--- config.mk ---
export PLATFORM = sky130hd
export DESIGN_NAME = snake_game_ctrl
export DESIGN_NICKNAME = d
export VERILOG_FILES = /design/src/rtl/snake_pkg.sv /design/src/rtl/snake_dir_queue.sv /design/src/rtl/snake_game_ctrl.sv
export SDC_FILE = /design/constraint.sdc
export NUM_CORES = 1
export LEC_CHECK = 0
export BUFFER_PORTS_ARGS = -buffer_cell sky130_fd_sc_hd__buf_2
export CORE_MARGIN = 5
export CORE_UTILIZATION = 50
export CTS_BUF_LIST = sky130_fd_sc_hd__clkbuf_8 sky130_fd_sc_hd__clkbuf_16
export CTS_CLUSTER_SIZE = 20
export DETAILED_ROUTE_END_ITERATION = 6
export PLACE_DENSITY = 0.7
export RECOVER_POWER = 25
export SLEW_MARGIN = 15
export SYNTH_ARGS = -nofsm -noshare
export SYNTH_HDL_FRONTEND = slang
export SYNTH_SLANG_ARGS = --single-unit
--- constraint.sdc ---
create_clock -name master_clk -period 3.5 [get_ports master_clk]
set_input_delay 0.7 -clock master_clk [delete_from_list [all_inputs] [get_ports master_clk]]
set_output_delay 0.7 -clock master_clk [all_outputs]
set_load 0.02 [all_outputs]
--- src/rtl/snake_pkg.sv ---
// Shared encodings for the snake game controller: headings, FSM states and
// the opposite-heading helper used by the turn-reversal check.
package snake_pkg;

   typedef enum logic [1:0] {
      DIR_LEFT  = 2'd0,
      DIR_RIGHT = 2'd1,
      DIR_UP    = 2'd2,
      DIR_DOWN  = 2'd3
   } dir_e;

   typedef enum logic [2:0] {
      ST_IDLE  = 3'd0,
      ST_RUN   = 3'd1,
      ST_PAUSE = 3'd2,
      ST_OVER  = 3'd3,
      ST_WIN   = 3'd4
   } state_e;

   // Left/right and up/down differ only in bit 0.
   function automatic logic [1:0] opposite_dir(input logic [1:0] d);
      return {d[1], ~d[0]};
   endfunction

endpackage

--- src/rtl/snake_dir_queue.sv ---
// Two-entry turn-request FIFO; a request is dropped when it repeats or reverses
// the heading it would follow, or when there is no room after this cycle's pop.
module snake_dir_queue
   import snake_pkg::*;
(
   input  logic       clk,
   input  logic       rst_n,
   input  logic       i_clear,
   input  logic       i_push,
   input  logic [1:0] i_push_dir,
   input  logic       i_pop,
   input  logic [1:0] i_cur_dir,
   output logic [1:0] o_head,
   output logic [1:0] o_tail,
   output logic       o_full,
   output logic       o_empty
);

   logic [1:0] r_q [2];
   logic [1:0] r_cnt;
   logic [1:0] w_q_nxt [2];
   logic [1:0] w_cnt_nxt;
   logic [1:0] w_cnt_pop;
   logic [1:0] w_ref;
   logic       w_pop_do;
   logic       w_push_ok;

   assign o_empty = (r_cnt == 2'd0);
   assign o_full  = (r_cnt == 2'd2);
   assign o_head  = r_q[0];
   assign o_tail  = o_full ? r_q[1] : r_q[0];

   // The post-pop reference heading equals the pre-pop tail (or dir_o when empty),
   // so the reversal check needs no pop-dependent mux.
   assign w_ref     = o_empty ? i_cur_dir : o_tail;
   assign w_pop_do  = i_pop && !o_empty;
   assign w_cnt_pop = w_pop_do ? (r_cnt - 2'd1) : r_cnt;
   assign w_push_ok = i_push && (i_push_dir != w_ref)
                      && (i_push_dir != opposite_dir(w_ref)) && (w_cnt_pop != 2'd2);

   // NOTE: every combinational output gets a default first so no path infers a latch.
   always_comb begin
      w_q_nxt   = r_q;
      w_cnt_nxt = w_cnt_pop;
      if (w_pop_do) begin
         w_q_nxt[0] = r_q[1];
      end
      if (w_push_ok) begin
         w_q_nxt[w_cnt_pop[0]] = i_push_dir;
         w_cnt_nxt             = w_cnt_pop + 2'd1;
      end
      if (i_clear) begin
         w_cnt_nxt = 2'd0;
      end
   end

   // NOTE: non-blocking assignments keep all registers updating from pre-edge values.
   // NOTE: the storage is only four bits, so it is reset too and never shows X on o_head.
   always_ff @(posedge clk or negedge rst_n) begin
      if (!rst_n) begin
         r_q   <= '{default: 2'd0};
         r_cnt <= 2'd0;
      end else begin
         r_q   <= w_q_nxt;
         r_cnt <= w_cnt_nxt;
      end
   end

endmodule

--- src/rtl/snake_game_ctrl.sv ---
// Snake game sequencer: state machine, step timer and turn queue in front of gamelogic.
// Define SNAKE_CTRL_SPEEDUP_EN to shorten the step period as the score rises.
module snake_game_ctrl
   import snake_pkg::*;
#(
   parameter int unsigned BASE_PERIOD = 25_000_000,
   parameter int unsigned MIN_PERIOD  = 5_000_000,
   parameter int unsigned PERIOD_DEC  = 2_000_000,
   parameter int unsigned SCORE_DIV   = 3
)(
   input  logic       master_clk,
   input  logic       rst_n,
   input  logic       start_i,
   input  logic       pause_i,
   input  logic [3:0] btn_i,
   input  logic [9:0] score_i,
   input  logic       won_i,
   input  logic       lost_i,
   output logic       game_rst_o,
   output logic       step_o,
   output logic [1:0] dir_o,
   output logic [2:0] state_o
);

   state_e      r_state, w_state_nxt;
   logic        w_start, w_end, w_run, w_wrap, w_push;
   logic        r_step, r_game_rst;
   logic [1:0]  r_dir, w_btn_dir;
   logic [31:0] r_cnt, r_period, w_period_calc;
   logic        w_q_empty, w_q_full;
   logic [1:0]  w_q_head, w_q_tail;
   logic        w_q_status_unused;

   always_comb begin
      w_state_nxt = r_state;
      w_start     = 1'b0;
      w_end       = 1'b0;
      case (r_state)
         ST_IDLE, ST_OVER, ST_WIN: begin
            if (start_i) begin
               w_state_nxt = ST_RUN;
               w_start     = 1'b1;
            end
         end
         ST_RUN: begin
            if (lost_i) begin
               w_state_nxt = ST_OVER;
               w_end       = 1'b1;
            end else if (won_i) begin
               w_state_nxt = ST_WIN;
               w_end       = 1'b1;
            end else if (pause_i) begin
               w_state_nxt = ST_PAUSE;
            end
         end
         ST_PAUSE: begin
            if (pause_i) w_state_nxt = ST_RUN;
         end
         default: w_state_nxt = ST_IDLE;
      endcase
   end

   always_ff @(posedge master_clk or negedge rst_n) begin
      if (!rst_n) r_state <= ST_IDLE;
      else        r_state <= w_state_nxt;
   end

   assign w_run  = (r_state == ST_RUN);
   assign w_wrap = w_run && !w_end && (r_cnt == r_period - 32'd1);
   assign w_push = w_run && (|btn_i);

   // Lowest set bit wins: left > right > up > down.
   always_comb begin
      w_btn_dir = DIR_DOWN;
      if (btn_i[2]) w_btn_dir = DIR_UP;
      if (btn_i[1]) w_btn_dir = DIR_RIGHT;
      if (btn_i[0]) w_btn_dir = DIR_LEFT;
   end

`ifdef SNAKE_CTRL_SPEEDUP_EN
   logic [31:0] w_band, w_dec;
   assign w_band        = {22'd0, score_i} / SCORE_DIV;
   assign w_dec         = w_band * PERIOD_DEC;
   assign w_period_calc = ((w_dec >= BASE_PERIOD) || ((BASE_PERIOD - w_dec) < MIN_PERIOD))
                          ? MIN_PERIOD : (BASE_PERIOD - w_dec);
`else
   logic w_score_unused;
   assign w_score_unused = ^score_i;
   assign w_period_calc  = BASE_PERIOD;
`endif

   always_ff @(posedge master_clk or negedge rst_n) begin
      if (!rst_n) begin
         r_cnt      <= 32'd0;
         r_period   <= BASE_PERIOD;
         r_dir      <= DIR_RIGHT;
         r_step     <= 1'b0;
         r_game_rst <= 1'b0;
      end else begin
         r_step     <= w_wrap;
         r_game_rst <= w_start;
         if (w_start) begin
            r_cnt    <= 32'd0;
            r_period <= BASE_PERIOD;
            r_dir    <= DIR_RIGHT;
         end else if (w_wrap) begin
            r_cnt    <= 32'd0;
            r_period <= w_period_calc;
            if (!w_q_empty) r_dir <= w_q_head;
         end else if (w_run && !w_end) begin
            r_cnt <= r_cnt + 32'd1;
         end
      end
   end

   snake_dir_queue u_dir_queue (
      .clk        (master_clk),
      .rst_n      (rst_n),
      .i_clear    (w_start),
      .i_push     (w_push),
      .i_push_dir (w_btn_dir),
      .i_pop      (w_wrap),
      .i_cur_dir  (r_dir),
      .o_head     (w_q_head),
      .o_tail     (w_q_tail),
      .o_full     (w_q_full),
      .o_empty    (w_q_empty)
   );

   assign w_q_status_unused = ^{w_q_full, w_q_tail};

   assign game_rst_o = r_game_rst;
   assign step_o     = r_step;
   assign dir_o      = r_dir;
   assign state_o    = r_state;

endmodule

Yosys cells after proc, flatten, opt, wreduce, memory -nomap -nowiden --
Index checks and enable logic that the tools add are counted.
Word-level totals: logic and storage cells 80, register bits 77
Operators by class: add/subtract/negate cells 4, reduce and logical (&&, ||, !) cells 18, bitwise gates (word level) 2, $lt $le $gt $ge 2, muxes and demuxes 32, equal/unequal tests 13
Operators with widths (count):
- 32-bit 2-to-1 mux | 5
- 32-bit by 1-bit adder with 32-bit output, second input constant | 1
- 32-bit equality test | 1
- 32-bit by 1-bit subtractor with 32-bit output, second input constant | 1
- 2-bit 2-to-1 mux | 12
- 3-bit 2-to-1 mux | 5
- 3-bit case mux with 3 select lines | 1
- 1-bit logical AND | 8
- 2-bit != test, second input constant | 4
- 3-bit by 2-bit equality test with 1-bit output, second input constant | 2
- 1-bit 2-to-1 mux | 6
- 4-bit bitwise mux | 1
- 4-bit 2-to-1 mux | 1
- 2-bit != test | 2
- 4-bit != test, second input constant | 1
- 4-bit OR reduction | 1
- 3-bit by 1-bit equality test with 1-bit output, second input constant | 1
- 3-bit equality test, second input constant | 1
- 3-bit zero test | 1
- 3-bit AND reduction | 1
- 3-bit nonzero test | 1
- 3-bit OR reduction | 1
- 2-bit by 1-bit adder with 2-bit output, second input constant | 1
- 2-bit demux with 1-bit select | 1
- other kinds (10) | 11

Depth between registers and ports, before layout --
Gate-level depths: netlist (run 1).
word-level depth 15, gate-level depth with buffers 13, mapped depth without buffers 12

Hierarchy --
From an unflattened synthesis (run 1), not the netlist that was laid out.
Unflattened totals: cells, all modules 268, area, all modules 2701.3 um^2
By module, submodules not included:
- snake_game_ctrl | instances 1, area an instance 2195.9 um^2, cells an instance 221
- snake_dir_queue | instances 1, area an instance 505.5 um^2, cells an instance 47

Worst setup path after synthesis (run 1) --
Ideal clock, no wire load.
path type input port to flip-flop, start point input won_i, end point register (tool-made name), stages 12, setup slack 0.372 ns, required time 3.375 ns, data arrival time 3.004 ns, setup time 0.125 ns, cell sequence nor2_1 -> nand3_2 -> nor4b_4 -> buf_6 -> xnor2_1 -> inv_1 -> ha_1 -> nor3_1 -> and2_1 -> buf_2 -> ha_1 -> mux2_2
RTL lines:
- start: declaration | line snake_game_ctrl.sv:17 | input logic won_i,

==> summary.md, run 1 <==
| Metric | Value |
|---|---|
| Worst VDD drop | 0.000187 V |
| Buf+Inv Stages, Crit Path | 1 |
| Die area | 0.00667 mm^2 |
| Maximum clock rate | 0.315 GHz |
| Slowest cell on crit path | nor4b_4 |
| Root buffer cell | clkbuf_8 |
| Cell Area, Placed | 0.00271 mm^2 |
| Area Growth Syn to Fin | 8.92% |
| Post-synth ARST share | 1.00 |
| Hold crit path type | reg2reg |
| Most used cell, CP | ha_1 |
| Count of final setup violators | 0 |
| Setup crit start kind | flop |
| Switching pwr | 482 uW |
| Final #Nets | 307 |
| Pre-CTS setup slack | 0.201 ns |
| Boundary pin count | 27 |
| Final min period | 3.17 ns |
| Relative slew margins | -0.607 |
| Pleak | 0.00123 uW |
| FF-to-FF Start | r_cnt[0] |
| Hpwl dp | 3440 um |
| Die X | 81.6 um |
| Vias in the first global route | 1,886 |
| Ys flop type | dfrtp_1 |
| Post-cts resize count | 0 |
| Global-route wire length before repair | 8670 um |
| GPL Wtd Cong | 0.761 |
| Routed wire length per instance | 13.8 um |
| Critical path's largest stage delay | 0.43 ns |
| Flops & latches, synth | 45 |
| Vias | 1,942 |
| Syn avg cell area | 9.76 um^2 |
| Worst Clk Skew | 0.00745 ns |
| Clock power frac | 0.225 |
| Reg power frac | 0.480 |
| Hold EP | dir_o[0] |
| Die height | 81.6 um |
| Num rows | 26 |
| Setup TNS | 0 ns |
| Int Power | 875 uW |
| Area leader, netlist | dfrtp_1 |
| Global route total overflow | 0 |
| Overall routed net length | 4870 um |
| Pwr Density | 486 mW/mm^2 |
| Hold buffers post-CTS | 0 |
| RSZ-0062 raised after global routing | no |
| CTS tree | built |
| Ys Warns | 0 |
| Postcts setup bufs | 0 |
| Clock-pin slew on the worst setup and hold paths | 0.08 ns |
| Mapped Nets | 288 |
| CP arrival | 3.36 ns |
| Status | finished with violations |
| Mapped Area | 0.00257 mm^2 |
| Fill cells | 461 |
| Crit path capture type | flop |
| CTS max path bufs | 2 |
| Synth top area cells | dfrtp_1, nor2_1, xor2_1 |
| Register area share after synthesis | 0.439 |
| Drt first-iter violations | 84 |
| Latest clock arrival within the worst-skew pair | 0.30 ns |
| FF-to-FF path depth | 11 |
| Synth unique cells | 56 |
| Final period util | 0.907 |
| Worst setup slack after layout | 0.326 ns |
| Sw frac | 0.355 |
| WP data required | 3.68 ns |
| Largest net degree at the start of global routing | 46 |
| Synth Instances | 263 |
| WP depth | 11 |
| Core Region | 0.00504 mm^2 |
| PortBufs | 16 |
| Worst slew pin tran | 2.41 ns |
| Detail Route Antenna Nets | 0 |
| Max-cap viol count | 1 |
| Failing checks | max-capacitance violations, max-slew violations |
| CTS Sinks | 45 |
| Critical path, cell by cell | ha_1 -> and3_1 -> nand4b_1 -> nor4b_4 -> xnor2_1 -> inv_1 -> ha_1 -> nor3_1 -> and2_1 -> ha_1 -> mux2_2 |
| Final hold vios | 0 |
| Fin area | 0.00280 mm^2 |
| CP max FO | 5 |
| Via density per instance | 5.50 |
| H-tree levels | 2 |
| Hold Startpoint | u_dir_queue.o_head[0] |
| Post-synth EDFFs | 0 |
| Delay-heaviest family, CP | simple AND/OR/NAND/NOR gates |
| Antenna violations before repair | 0 |
| CTS buffer count | 5 |
| Comb power frac | 0.295 |
| R2R setup slack | 0.33 ns |
| Starting density of the core | 0.509 |
| Drt first pass iters | 4 |
| Hold Crit Depth | 2 |
| Worst setup path class | reg2reg |
| Max Slew Vio Count | 46 |
| GRT Util Overall | 0.166 |
| Share of the synthesized area in the top cell type | 0.429 |
| Layout cells sized above 1 | 0.145 |
| Diodes inserted | 0 |
| # DRC | 0 |
[layer usage]
metal	up-vias	part of all wire	track usage
met5	-	0	0
met4	0	0.010	0.0415
met3	4	0.041	0.0395
met2	30	0.47	0.273
met1	941	0.48	0.222
li1	967	-	-
[worst min-delay path: stages (launching register included)]
cell,delay (ns)
dfrtp_1,0.36
nand2_1,0.05
o21ai_0,0.07
[cells by family (layout without fill, tap and decap cells)]
| family | after synthesis | in the layout | synth area share |
|---|---|---|---|
| and+or+nand+nor | 129 | 129 | 0.279 |
| DFF | 45 | 45 | 0.439 |
| AOI/OAI and AO/OA | 34 | 34 | 0.0990 |
| xor gates and xnor gates | 28 | 28 | 0.0956 |
| buffers and inverters | 13 | 33 | 0.0258 |
| muxes | 9 | 9 | 0.0366 |
| adders and majority gates | 5 | 5 | 0.0244 |
[Yosys cell counts (3+ instances only)]
| cell | count |
|---|---|
| inv_1 | 5 |
| xnor2_1 | 13 |
| nor3_1 | 6 |
| nor4_1 | 3 |
| dfrtp_1 | 44 |
| and3_1 | 9 |
| xor2_1 | 15 |
| and2_1 | 4 |
| mux2i_1 | 6 |
| nor2_1 | 44 |
| nand2_1 | 13 |
| nand3_1 | 15 |
| a21oi_1 | 6 |
| or3_1 | 3 |
| nor3b_1 | 4 |
| o21ai_0 | 10 |
| nand4_1 | 8 |
| ha_1 | 5 |
| mux2_2 | 3 |
| buf_2 | 5 |
| a21o_1 | 3 |
[metrics by stage]
step	std cells	hold WS [ns]	total power, uW	util
final	353	0.522	1360	0.554
after detailed placement	345	0.514	1070	0.538
after global routing	353	0.556	1460	0.554
after global placement	345	0.483	1050	0.538
after floorplan	263	0.404	958	-
after CTS	353	0.529	1380	0.555
[registers in the layout, summed over array words and instances, names as in the netlist, named ones only]
register / cells
dir_o: 2
game_rst_o: 1
state_o: 3
u_dir_queue.o_head: 2
u_dir_queue.r_cnt: 2
r_cnt: 32
step_o: 1
[worst max path at each step]
stage / from / slack [ns] / to
global route: r_cnt[0] / 0.13 / flop
CTS: r_cnt[0] / 0.33 / flop
global placement: won_i / 0.26 / flop
detailed placement: won_i / 0.20 / flop
floorplan: won_i / 0.37 / flop
finish: r_cnt[0] / 0.33 / flop
[placed cells by master (no fill, tap or decap), drive strengths merged, types with 2 or more instances in the layout]
master,Yosys,layout
and3,9,9
nor3b,5,5
nand3,16,16
nor2b,2,2
mux2,3,3
ha,5,5
or3,3,3
nand2,14,14
inv,6,8
dfrtp,44,44
nand4,9,9
xnor2,13,13
a21oi,7,7
a2111oi,2,2
a22oi,2,2
mux2i,6,6
and2,5,5
clkbuf,0,6
and4,2,2
nor4,4,4
o2111ai,2,2
nor4b,3,3
o21ai,12,12
a21o,3,3
nor3,6,6
buf,7,18
nor2,44,44
nand3b,2,2
xor2,15,15
[power by group through the flow]
stage | clock (uW) | sequential [uW] | combinational, uW
6_report | 306 | 652 | 400
5_1_grt | 343 | 666 | 447
4_1_cts | 317 | 651 | 407
3_5_place_dp | 0 | 661 | 404
3_3_place_gp | 0 | 659 | 394
2_1_floorplan | 0 | 657 | 301
[cell type report]
class                           instances  area, um^2  share of cell area
Tap cell                               70        87.6              0.0313
Multi-Input combinational cell        205        1370               0.491
Clock buffer                            5        68.8              0.0246
Inverter                                6        22.5             0.00806
Sequential cell                        45        1130               0.403
Clock inverter                          3        15.0             0.00537
Timing Repair Buffer                   19         101              0.0363
(Power assumes the default switching activity.)
==> run 2, diff against run 1 <==
==> constraint.sdc (replaced) <==
create_clock -name master_clk -period 3.5 [get_ports master_clk]
set_input_delay 1.05 -clock master_clk [delete_from_list [all_inputs] [get_ports master_clk]]
set_output_delay 1.05 -clock master_clk [all_outputs]
set_load 0.02 [all_outputs]
==> run 2 against run 1 <==
  * The flow still finishes with violations (max-capacitance violations, max-slew violations)
  * Power rose by 3.0%
  * Routed wire length rose by 1.9%
  * Register-to-register slack improved by 0.15 ns
==> summary.md, run 2 (synthesized netlist as in run 1, its figures left out) <==
| Metric | Value |
|---|---|
| Hold buffers post-CTS | 0 (unchanged) |
| Worst slew pin tran | 1.64 ns (-0.767 ns) |
| Switching pwr | 488 uW (+1.3%) |
| Most frequent cells in the layout | nor2_1, dfrtp_1, nand3_1, xor2_1, buf_2 |
| Num rows | 26 (unchanged) |
| Worst setup slack after layout | 0.333 ns (+0.00712 ns) |
| Maximum clock rate | 0.316 GHz (+0.23%) |
| FF+latch area | 0.00113 mm^2 (unchanged) |
| Die height | 81.6 um (unchanged) |
| Pleak | 0.00125 uW (+1.5%) |
| Largest net degree at the start of global routing | 46 (unchanged) |
| Finished Core Util | 0.562 (+0.00794) |
| Sw frac | 0.349 (-0.00616) |
| Worst VDD drop | 0.000226 V (+21%) |
| WHS | 0.510 ns (-0.0123 ns) |
| H-tree levels | 2 (unchanged) |
| Root buffer cell | clkbuf_8 |
| Diodes inserted | 0 (unchanged) |
| CP max FO | 3 (-2) |
| Area Growth Syn to Fin | 10.5% |
| CP arrival | 3.36 ns (about the same) |
| Global-route wire length before repair | 8580 um (-1.0%) |
| Postcts setup bufs | 0 (unchanged) |
| Worst setup path class | in2reg |
| Latest clock arrival within the worst-skew pair | 0.30 ns (about the same) |
| Clock power frac | 0.236 (+0.011) |
| Hold crit path type | reg2reg |
| Int Power | 911 uW (+4.0%) |
| Fill cells | 471 (+2.2%) |
| Pwr Density | 493 mW/mm^2 (+1.6%) |
| Starting density of the core | 0.509 (unchanged) |
| CTS tree | built |
| Largest register FFs | 32 (unchanged) |
| CTS max path bufs | 2 (unchanged) |
| Failing checks | max-capacitance violations, max-slew violations |
| Cell Area, Placed | 0.00274 mm^2 (+1.1%) |
| Drt first pass iters | 4 (unchanged) |
| RSZ-0062 raised after global routing | no |
| Tot Pwr | 1400 uW (+3.0%) |
| Status | finished with violations |
| Clock-pin slew on the worst setup and hold paths | 0.09 ns (about the same) |
| Multi-input gate area | 0.00137 mm^2 (unchanged) |
| Detail Route Antenna Nets | 0 (unchanged) |
| Post-cts resize count | 0 (unchanged) |
| Core Region | 0.00504 mm^2 (unchanged) |
| Hpwl dp | 3530 um (+2.8%) |
| Final hold vios | 0 (unchanged) |
| Antenna violations before repair | 0 (unchanged) |
| Max-cap viol count | 1 (unchanged) |
| Count of final setup violators | 0 (unchanged) |
| Vias | 1,972 (+1.5%) |
| Die X | 81.6 um (unchanged) |
| CTS buffer count | 5 (unchanged) |
| CTS Sinks | 45 (unchanged) |
| Vias in the first global route | 1,872 (-0.74%) |
| GPL Wtd Cong | 0.760 (-0.22%) |
| Global route total overflow | 0 (unchanged) |
| Setup crit start kind | primary input |
| Routed wire length per instance | 13.9 um (+0.77%) |
| Layout cells sized above 1 | 0.160 (+0.0154) |
| Final period util | 0.905 (-0.00203) |
| Max Slew Vio Count | 31 (-33%) |
| Final #Nets | 312 (+1.6%) |
| Die area | 0.00667 mm^2 (unchanged) |
| GRT Util Overall | 0.166 (-0.000233) |
| WP data required | 3.69 ns (about the same) |
| Fin area | 0.00284 mm^2 (+1.4%) |
| Biggest register | r_cnt |
| Crit path capture type | flop |
| Relative slew margins | -0.0955 (+0.512) |
| Reg power frac | 0.466 (-0.014) |
| PortBufs | 16 (unchanged) |
| Comb power frac | 0.299 (+0.004) |
| Final min period | 3.17 ns (-0.00712 ns) |
| Via density per instance | 5.52 (+0.41%) |
| # DRC | 0 (unchanged) |
| Overall routed net length | 4960 um (+1.9%) |
| Drt first-iter violations | 110 (+31%) |
| Boundary pin count | 27 (unchanged) |
| Worst Clk Skew | 0.00984 ns (+0.00239 ns) |
| Pre-CTS setup slack | -0.0283 ns (-0.230 ns) |
[run 2: changes by cell type in the layout (fill, tap and decap cells not counted)]
cell / previous run / this run
inv_1: 7 / 5
clkbuf_8: 5 / 6
clkbuf_1: 1 / 2
buf_4: 3 / 7
[run 2: metrics by stage]
step,std cells,TNS (ns)
finish,357,0
global route,357,0
CTS,356,0
detailed placement,349,-0.0292
global placement,349,0
floorplan,263,0
[run 2: power by group through the flow]
stage	sequential (uW)	clock (uW)	combinational (uW)
2_1_floorplan	657	0	301
3_3_place_gp	659	0	413
3_5_place_dp	659	0	423
4_1_cts	650	339	423
5_1_grt	665	369	469
6_report	651	330	418
[run 2: worst paths after layout]
| path | endpoint | start | cells past startpoint | slack [ns] |
|---|---|---|---|---|
| min in group asynchronous | state_o[1] | rst_n | 1 | 0.83 |
| max in group asynchronous | r_cnt[11] | rst_n | 2 | 0.66 |
| max | u_dir_queue.o_head[1] | won_i | 13 | 0.33 |
| max reg2reg | u_dir_queue.o_head[1] | r_cnt[0] | 13 | 0.48 |
| min reg2reg | dir_o[0] | u_dir_queue.o_head[0] | 2 | 0.51 |
| min | dir_o[0] | u_dir_queue.o_head[0] | 2 | 0.51 |
[run 2: routing by layer]
layer  vias to the layer above  share of wire  GRT usage
met1                       966           0.49      0.222
li1                        978              -          -
met5                         -              0          0
met2                        24           0.47      0.278
met3                         4          0.032     0.0362
met4                         0         0.0081     0.0349
[run 2: final cells by class]
cell class | count | area share
clock buffer | 6 | 0.0291
clock inverter | 1 | 0.00265
inverter | 6 | 0.00794
multi-input combinational | 205 | 0.484
sequential | 45 | 0.398
tap | 70 | 0.0309
timing repair buffer | 24 | 0.0477
[run 2: critical path: stages]
cell and delay (ns):
buf_2 0.10, nor2_1 0.22, nand3_2 0.15, nor4b_4 0.34, buf_4 0.18, mux2i_1 0.09, ha_1 0.19, nor3_1 0.28
buf_4 0.17, nand3b_1 0.10, mux2_2 0.28, o22ai_1 0.15, a21oi_2 0.05
==> run 3, diff against run 2 <==
RECOVER_POWER = 50   (was 25)
==> run 3 against run 2 <==
  * The flow still finishes with violations (max-capacitance violations, max-slew violations)
  * Setup slack worse by 0.0097 ns
  * Core utilization is 0.35 points lower
  * Largest power group unchanged
  * Fmax is 0.31% lower
  * Clock power hardly changed
  * Clock-buffer cell count stayed put
  * Power is 0.89% lower
  * Final area is 0.62% lower
  * Combinational power is 3% lower
  * Critical path type unchanged
  * Critical endpoint unchanged
  * First-iteration DRC count is 9.1% lower
  * Routed wire length is 0.40% lower
  * Die area stayed put
==> summary.md, run 3 (synthesized netlist as in run 1, its figures left out) <==
| Metric | Value |
|---|---|
| Final #Nets | 312 (unchanged) |
| FF+latch area | 0.00113 mm^2 (unchanged) |
| Fin area | 0.00282 mm^2 (-0.62%) |
| Area Growth Syn to Fin | 9.80% |
| Overall routed net length | 4940 um (-0.40%) |
| H-tree levels | 2 (unchanged) |
| CTS tree | built |
| Global-route wire length before repair | 8580 um (unchanged) |
| Max-cap viol count | 1 (unchanged) |
| Tot Pwr | 1390 uW (-0.89%) |
| Final period util | 0.908 (+0.00278) |
| CP arrival | 3.37 ns (about the same) |
| Count of final setup violators | 0 (unchanged) |
| Root buffer cell | clkbuf_8 |
| Drt first pass iters | 4 (unchanged) |
| Buf+Inv Stages, Crit Path | 3 (unchanged) |
| Setup crit start kind | primary input |
| Hpwl dp | 3530 um (unchanged) |
| Routed wire length per instance | 13.8 um (-0.40%) |
| PortBufs | 16 (unchanged) |
| Die area | 0.00667 mm^2 (unchanged) |
| RSZ-0062 raised after global routing | no |
| Final min period | 3.18 ns (+0.00972 ns) |
| Via density per instance | 5.54 (+0.25%) |
| Largest net degree at the start of global routing | 46 (unchanged) |
| Diodes inserted | 0 (unchanged) |
| GRT Util Overall | 0.166 (unchanged) |
| Drt first-iter violations | 100 (-9.1%) |
| Largest register FFs | 32 (unchanged) |
| FF-to-FF Start | r_cnt[0] |
| Clock-pin slew on the worst setup and hold paths | 0.08 ns (about the same) |
| CP startpoint | won_i |
| Final hold vios | 0 (unchanged) |
| Latest clock arrival within the worst-skew pair | 0.30 ns (about the same) |
| Layout cells sized above 1 | 0.150 (-0.0105) |
| Fill cells | 474 (+0.64%) |
| Num rows | 26 (unchanged) |
| Status | finished with violations |
| Critical path's largest stage delay | 0.36 ns (+0.02 ns) |
| Hold buffers post-CTS | 0 (unchanged) |
| CTS buffer count | 5 (unchanged) |
| Post-cts resize count | 0 (unchanged) |
| Delay-heaviest family, CP | simple AND/OR/NAND/NOR gates |
| Pleak | 0.00124 uW (-0.44%) |
| GPL Wtd Cong | 0.760 (unchanged) |
| Die height | 81.6 um (unchanged) |
| Starting density of the core | 0.509 (unchanged) |
| Hold crit path type | reg2reg |
| Postcts setup bufs | 0 (unchanged) |
| Finished Core Util | 0.559 (-0.00347) |
| Hold Startpoint | u_dir_queue.o_head[0] |
| Vias in the first global route | 1,872 (unchanged) |
| Failing checks | max-capacitance violations, max-slew violations |
| Critical path, cell by cell | buf_2 -> nor2_1 -> nand3_1 -> nor4b_4 -> buf_4 -> mux2i_1 -> ha_1 -> nor3_1 -> buf_4 -> nand3b_1 -> mux2_2 -> o22ai_1 -> a21oi_2 |
| Pwr Density | 492 mW/mm^2 (-0.27%) |
| Vias | 1,977 (+0.25%) |
| Cell Area, Placed | 0.00274 mm^2 (unchanged) |
| Most frequent cells in the layout | nor2_1, dfrtp_1, nand3_1 |
| CTS max path bufs | 2 (unchanged) |
| Maximum clock rate | 0.315 GHz (-0.31%) |
| Global route total overflow | 0 (unchanged) |
| Max Slew Vio Count | 31 (unchanged) |
| Worst setup slack after layout | 0.323 ns (-0.00972 ns) |
| Worst slew pin tran | 1.63 ns (-0.00824 ns) |
| Worst VDD drop | 0.000226 V (about the same) |
| Slowest cell on crit path | nor4b_4 |
| Worst Clk Skew | 0.0112 ns (+0.00134 ns) |
| Crit path capture type | flop |
| Relative slew margins | -0.0900 (+0.00549) |
| CP max FO | 3 (unchanged) |
| CTS Sinks | 45 (unchanged) |
| Worst setup path class | in2reg |
| Antenna violations before repair | 0 (unchanged) |
| Most used cell, CP | buf_4 |
| Biggest register | r_cnt |
| Multi-input gate area | 0.00136 mm^2 (-1.2%) |
| Boundary pin count | 27 (unchanged) |
| WP data required | 3.69 ns (about the same) |
| # DRC | 0 (unchanged) |
| Pre-CTS setup slack | -0.0283 ns (unchanged) |
| Core Region | 0.00504 mm^2 (unchanged) |
| Die X | 81.6 um (unchanged) |
| Detail Route Antenna Nets | 0 (unchanged) |
| R2R setup slack | 0.48 ns (about the same) |
[run 3: layout make-up]
cell class,count,area share
multi-input cells,205,0.481
clock buffers,6,0.0293
inverters,6,0.00799
well taps,70,0.0311
repair buffers,24,0.0475
clock inverters,1,0.00266
flip-flops and latches,45,0.400
[run 3: final timing paths]
| kind | cells past startpoint | endpoint |
|---|---|---|
| setup reg to reg | 13 | u_dir_queue.o_head[1] |
| setup / recovery | 13 | u_dir_queue.o_head[1] |
| max in group asynchronous | 2 | r_cnt[11] |
| hold reg to reg | 2 | dir_o[0] |
| hold / removal | 2 | dir_o[0] |
| min in group asynchronous | 1 | state_o[1] |
[run 3: stage by stage]
stage	instances	hold slack, ns	TNS [ns]
after floorplan	263	0.462	0
after global placement	349	0.483	0
after detailed placement	349	0.495	-0.0292
after CTS	356	0.516	0
after global routing	357	0.577	0
final	357	0.512	0
[run 3: power breakdown]
group / internal, uW / total, uW / switching [uW]
Clock: 156 / 330 / 174
Combinational: 172 / 405 / 234
Sequential: 578 / 651 / 72.9
Total: 906 / 1390 / 480
[run 3: routing by layer]
layer,up-vias,share of wire,track usage
li1,975,-,-
met1,972,0.49,0.222
met2,26,0.47,0.278
met3,4,0.034,0.0362
met4,0,0.0081,0.0349
met5,-,0,0
[run 3: worst reg2reg max path, delay by kind of cell (launching register included)]
family                   cells  cell delay (ns)
AO/OA/AOI/OAI                2             0.19
buffers and inverters        2             0.35
adder cells (fa/ha/maj)      2             0.37
multiplexers                 2             0.37
AND/OR/NAND/NOR              5             1.21
flip-flops                   1             0.41
